===== src/rtl/transmissor_perfil_serial_pkg.sv =====
// rtl/transmissor_perfil_serial_pkg.sv - shared constants and state encoding for the profile transmitter
package perfil_pkg;

  localparam int LARGURA_PERFIL = 3;
  localparam logic [LARGURA_PERFIL-1:0] PERFIL_NULO = 3'b000;
  localparam int BITS_QUADRO = 6;

  typedef enum logic [2:0] {
    IDLE,
    START,
    DADOS,
    PARIDADE,
    STOP
  } estado_t;

  function automatic logic paridade_par(input logic [LARGURA_PERFIL-1:0] p);
    return ^p;
  endfunction

endpackage


===== src/rtl/transmissor_perfil_serial_divisor_baud.sv =====
// rtl/transmissor_perfil_serial_divisor_baud.sv - bit-period tick generator, one tick every DIV_BAUD cycles
module divisor_baud #(
  parameter int DIV_BAUD = 4
) (
  input  logic clk_i,
  input  logic reset_i,
  input  logic limpa_i,
  output logic tick_o
);

  localparam int LARG = $clog2(DIV_BAUD) + 1;
  localparam logic [LARG-1:0] ULTIMO = LARG'(DIV_BAUD - 1);

  logic [LARG-1:0] cont_q, cont_d;

  // Tick fires on the last cycle of a bit so the FSM moves exactly on the bit boundary.
  assign tick_o = (cont_q == ULTIMO);

  always_comb begin
    cont_d = cont_q + 1'b1;
    if (tick_o) cont_d = '0;
  end

  always_ff @(posedge clk_i) begin
    if (reset_i || limpa_i) cont_q <= '0;
    else                    cont_q <= cont_d;
  end

endmodule


===== src/rtl/transmissor_perfil_serial.sv =====
// rtl/transmissor_perfil_serial.sv - framed serial transmitter: start, 3 data bits LSB first, even parity, stop
module transmissor_perfil_serial
  import perfil_pkg::*;
#(
  parameter int DIV_BAUD       = 4,
  parameter int LARGURA_PERFIL = 3
) (
  input  logic                      clk,
  input  logic                      reset,
  input  logic [LARGURA_PERFIL-1:0] perfil,
  input  logic                      valido,
  output logic                      pronto,
  output logic                      tx,
  output logic                      ocupado,
  output logic                      fim
);

  localparam int LARG_BIT = $clog2(LARGURA_PERFIL);
  localparam logic [LARG_BIT-1:0] ULTIMO_BIT = LARG_BIT'(LARGURA_PERFIL - 1);

  estado_t                   estado_q;
  logic                      tx_q;
  logic                      fim_q;
  logic [LARGURA_PERFIL-1:0] desloc_q;
  logic                      paridade_q;
  logic [LARG_BIT-1:0]       cont_bit_q;
  logic                      aceita;
  logic                      tick;

  assign aceita  = valido && (estado_q == IDLE) && (perfil != PERFIL_NULO);
  assign pronto  = (estado_q == IDLE);
  assign ocupado = !pronto;
  assign tx      = tx_q;
  assign fim     = fim_q;

  divisor_baud #(.DIV_BAUD(DIV_BAUD)) u_divisor (
    .clk_i   (clk),
    .reset_i (reset),
    .limpa_i (aceita),
    .tick_o  (tick)
  );

  // tx is loaded with the value of the state being entered, so it is already correct the cycle after each edge.
  always_ff @(posedge clk) begin
    if (reset) begin
      estado_q   <= IDLE;
      tx_q       <= 1'b1;
      fim_q      <= 1'b0;
      desloc_q   <= '0;
      paridade_q <= 1'b0;
      cont_bit_q <= '0;
    end else begin
      fim_q <= 1'b0;
      case (estado_q)
        IDLE: begin
          tx_q <= 1'b1;
          if (aceita) begin
            estado_q   <= START;
            tx_q       <= 1'b0;
            desloc_q   <= perfil;
            paridade_q <= paridade_par(perfil);
            cont_bit_q <= '0;
          end
        end
        START: begin
          if (tick) begin
            estado_q <= DADOS;
            tx_q     <= desloc_q[0];
          end
        end
        DADOS: begin
          if (tick) begin
            if (cont_bit_q == ULTIMO_BIT) begin
              estado_q <= PARIDADE;
              tx_q     <= paridade_q;
            end else begin
              cont_bit_q <= cont_bit_q + 1'b1;
              desloc_q   <= desloc_q >> 1;
              tx_q       <= desloc_q[1];
            end
          end
        end
        PARIDADE: begin
          if (tick) begin
            estado_q <= STOP;
            tx_q     <= 1'b1;
          end
        end
        STOP: begin
          if (tick) begin
            estado_q   <= IDLE;
            fim_q      <= 1'b1;
            cont_bit_q <= '0;
          end
        end
        default: begin
          estado_q <= IDLE;
          tx_q     <= 1'b1;
        end
      endcase
    end
  end

endmodule


===== config.mk =====
export PLATFORM = sky130hd
export DESIGN_NAME = transmissor_perfil_serial
export DESIGN_NICKNAME = d
export VERILOG_FILES = /design/src/rtl/transmissor_perfil_serial_pkg.sv /design/src/rtl/transmissor_perfil_serial_divisor_baud.sv /design/src/rtl/transmissor_perfil_serial.sv
export SDC_FILE = /design/constraint.sdc
export NUM_CORES = 1
export LEC_CHECK = 0
export CAP_MARGIN = 30
export CORE_MARGIN = 1
export CORE_UTILIZATION = 40
export CTS_CLUSTER_SIZE = 40
export DETAILED_ROUTE_END_ITERATION = 10
export GPL_ROUTABILITY_DRIVEN = 0
export GPL_TIMING_DRIVEN = 0
export PLACE_DENSITY = 0.64
export SLEW_MARGIN = 15
export SYNTH_ARGS = -nofsm -noshare
export SYNTH_HDL_FRONTEND = slang
export SYNTH_HIERARCHICAL = 1
export SYNTH_SLANG_ARGS = --single-unit

===== constraint.sdc =====
create_clock -name clk -period 4.2 [get_ports clk]
set_input_delay 0.42 -clock clk [delete_from_list [all_inputs] [get_ports clk]]
set_output_delay 0.42 -clock clk [all_outputs]
set_load 0.01 [all_outputs]

==> impl_summary.md <==
Setup path
The data required time of the critical path is 3780 ps. STA classifies the critical path startpoint as a flop. STA classifies the critical path endpoint as a primary output. The capturing element of the worst setup path is pronto.

Measured in cells, the most critical reg-to-reg path has a length of 6. The endpoint identified for the worst register-to-register timing path is desloc_q[1]. In this run the critical register-to-register path is launched from u_divisor/cont_q[0].

The startpoint of the worst setup timing path is estado_q[0]. The critical path goes through or3_1 > inv_2 > clkdlybuf4s50_1. The critical path runs through a total of 3 cells. Among all stages on the critical path, the largest delay is contributed by clkdlybuf4s50_1.

The worst path buffer plus inverter count is 2. Of all nets on the critical path, the largest fanout is 5. The setup slack of the worst register-to-register path is 2240 ps. On the worst path, the slowest cell contributes a delay of 520 ps. Broken down by cell family, the worst path's largest delay share belongs to buffers and inverters. The data arrival time at the worst-slack endpoint is 1670 ps. By startpoint and endpoint, the worst setup path is classified as flop to primary output.

Clock tree
The clock tree from TritonCTS is yes. The cell sitting at the root of the clock tree is a clkbuf_4. The number of buffers inserted by post-CTS setup repair is 0. The deepest clock path buffer count is 2. The clock-pin slew reported for the worst setup and hold paths after clock tree synthesis is 90 ps. The post-cts gate resize count is 0. The tree built by TritonCTS fans out to 14 sinks. CTS built an H-tree with a depth of 1. The clock insertion delay at the later pin of the skew report is 280 ps. The number of clock buffers added by TritonCTS is 3.

After clock tree synthesis, the flow added hold-fix buffers numbering 0.

Global routing
Entering global routing, the biggest net connects 12 pins. The first global-routing pass estimated 2790 um of wire. The initial antenna violation count is 0. The total congestion overflow after global routing is 0. The number of global-route vias before repair was 668.

Global routing used 18.5% of the available tracks across all layers.

Hold path
The worst min-delay path class is flop to flop. Along the worst hold path, the cell count comes to 1.

Drt
Once detail routing completed, the nets flagged for antenna violations numbered 0. The met3 layer wire length in the routed design is 62 um. In the routed layout, each cell is associated on average with a via count of 5.54. The met2 wire length is 743 um.

After the first detailed-routing iteration, the DRC count stood at 14. After detailed routing, the average wire length per cell comes to 12.6 um. The routed layout has 704 vias. The top routing layer in use is met4.

The detailed router put a total of 785 um of wire on met1. The routed design has 1610 um of wire. The total iterations of the first detailed-routing run is 4. The DRC violation count after routing is 0.

STA
The maximum frequency from static timing analysis is 478 MHz. The setup skew after layout is 0.656 ps. Setup violations remaining at the end of the flow were counted as 0. The final number of hold-violating endpoints is 0. In the finished design, the share of the clock period the worst path needs comes to 49.8%. At the pin with the least slew margin, the transition time is 519 ps. The smallest clock period supported by the final layout is computed as 2090 ps. The max-slew violation count was 0. The worst path meets setup with 2110 ps of slack. Setup repair after global routing left no endpoint under its margin. The relative max-transition margin is 65.4%. The final total negative setup slack is 0 ps.

Placement
Detailed placement finished with a half-perimeter wire length of 1130 um. The post-place setup slack is 2090 ps. Input and output buffers added on the ports amount to 9.

The total placed cells including tap cells is 123. The total cell area at the placement stage is 892 um2.

Pwr
Summed over all nets, the switching power comes to 0.000127 W. The part of the total power dissipated in sequential elements is 41.3%. The internal power is 0.000269 W. For this design the static power due to leakage is 0.340 nW. The clock network is responsible for 25.2% of the overall power. The share of total power in combinational logic is 33.5%. Net switching is 32.1% of the power. Dividing total power by cell area gives a power density of 427 nW/um2. The worst voltage drop across the vdd grid is 0.170 mV.

Die
The floorplan die area is 2110 um2. The core outline area is 1760 um2. In this run the count of I/O pins placed on the die edge is 10.

From bottom edge to top edge, the die measures 45.9 um. Row generation in the floorplan step produced 15 rows. Once the floorplan was initialized, standard cells occupied 43.7% of the core.

The chip width is 45.9 um.

Yosys
In the synthesized netlist the async set-or-reset flop fraction comes to 0%. The synthesized design contains 0 enable-type register cells. The mux share of post-synthesis cell area is 2.60%.

Counting every instance in the synthesized netlist gives 89. The post-synth design cell area is 771 um2. The synthesized flop and latch total is 14. The synthesized netlist contains 36 unique library cells.

In this run the mean area of a mapped cell was 8.66 um2. The fraction of the mapped netlist area in compound gates is 21.3%. For this run, the leading register cell type out of synthesis is dfxtp_1. Of the total synthesized cell area, the portion taken by XOR and XNOR cells is 2.27%. The synthesized netlist devotes 25.3% of its cell area to simple gates. By area, the combinational part of the netlist is dominated by simple AND/OR/NAND/NOR gates. For this run, the register share of the synthesized area comes to 36.4%. The total number of yosys warnings is 6.

The arithmetic-cell share of the synthesized area counting full adders, half adders and majority gates is 6.49%. Counting every net in the synthesized netlist gives 99.

Layout
0 antenna diodes ended up in the layout. Relative to the synthesized area, the layout overhead comes to 20.5%. Summing all multi-input logic gate instances after layout gives 447 um2. Leaving out fill and tap cells, the most frequent cell in the layout is dfxtp_1. Leaving out fill and tap cells, the most frequent cells in the layout are 14 x dfxtp_1, 10 x a21oi_1, 9 x nor2_1, 9 x clkdlybuf4s50_1, 5 x inv_1. The number of inserted filler cells in the final layout is 187. The register area is 280 um2. Cells with a size suffix above 1 make up 10.8% of the layout.

The share of the core filled with cells is 52.6%. The final instance area is 928 um2. In the final design database the tool counted 113 nets. The filler-free cell count of the finished design is 127.

Status
The run finished with clean final reports.

Job
The number of violations of the max-capacitance limit is 0.
==> worst min path at each step <==
| stage | from | to | slack, ps |
|---|---|---|---|
| 3_5_place_dp | u_divisor/cont_q[0] | u_divisor/cont_q[0] | 430 |
| 2_1_floorplan | u_divisor/cont_q[0] | u_divisor/cont_q[0] | 400 |
| 5_1_grt | u_divisor/cont_q[0] | u_divisor/cont_q[0] | 470 |
| 6_report | u_divisor/cont_q[0] | u_divisor/cont_q[0] | 430 |
| 4_1_cts | u_divisor/cont_q[0] | u_divisor/cont_q[0] | 440 |
| 3_3_place_gp | u_divisor/cont_q[0] | u_divisor/cont_q[0] | 420 |
==> cell usage after synthesis (3+ instances only) <==
| cell type | number | area share [%] |
|---|---|---|
| or3_1 | 3 | 2.4 |
| dfxtp_1 | 14 | 36 |
| ha_1 | 4 | 6.5 |
| a21oi_1 | 10 | 6.5 |
| nor2_1 | 9 | 4.4 |
| o21ai_0 | 3 | 1.9 |
| inv_1 | 5 | 2.4 |
==> worst reg2reg max path, delay by kind of cell (launching register included) <==
family                   cells  cell delay, ps
flip-flops                   1             340
AO/OA/AOI/OAI                3             850
adder cells (fa/ha/maj)      2             540
AND/OR/NAND/NOR              1             140
==> power groups by stage <==
stage	clock network (W)	logic, W	registers [W]
after detailed placement	0	0.000133	0.000167
final	0.0000997	0.000133	0.000164
after CTS	0.000102	0.000133	0.000164
after global routing	0.000110	0.000150	0.000166
after global placement	0	0.000130	0.000167
after floorplan	0	0.0000862	0.000166
==> sequential cells by signal, indices dropped and copies added, names as in the netlist <==
name,flops
estado_q,3
u_divisor/cont_q,3
desloc_q,3
fim,1
tx,1
paridade_q,1
cont_bit_q,2
==> through the flow <==
| stage | hold WS [ps] | power, W |
|---|---|---|
| after CTS | 439 | 0.000399 |
| after global placement | 419 | 0.000297 |
| after detailed placement | 426 | 0.000299 |
| after floorplan | 404 | 0.000252 |
| after global routing | 471 | 0.000427 |
| final | 433 | 0.000396 |
==> area by class of cell <==
| cell class | instances | share of cell area [%] |
|---|---|---|
| inverter | 6 | 2.43 |
| buffer | 4 | 2.29 |
| sequential | 14 | 30.2 |
| multi-input combinational | 65 | 48.1 |
| timing repair buffer | 9 | 9.70 |
| clock buffer | 4 | 3.91 |
| tap | 25 | 3.37 |
==> metal layers <==
| metal | track usage (%) | up-vias |
|---|---|---|
| met2 | 28.5 | 10 |
| met3 | 4.37 | 2 |
| li1 | - | 355 |
| met1 | 23.2 | 337 |
| met4 | 11.2 | 0 |
| met5 | 0 | - |
==> logic make-up after synthesis <==
group                    count (synthesis)
AO/OA/AOI/OAI                           25
XOR/XNOR                                 2
buffers and inverters                   10
AND/OR/NAND/NOR                         32
multiplexers                             2
adder cells (fa/ha/maj)                  4
flip-flops                              14
Note: power is estimated with default switching activity, not from simulation.
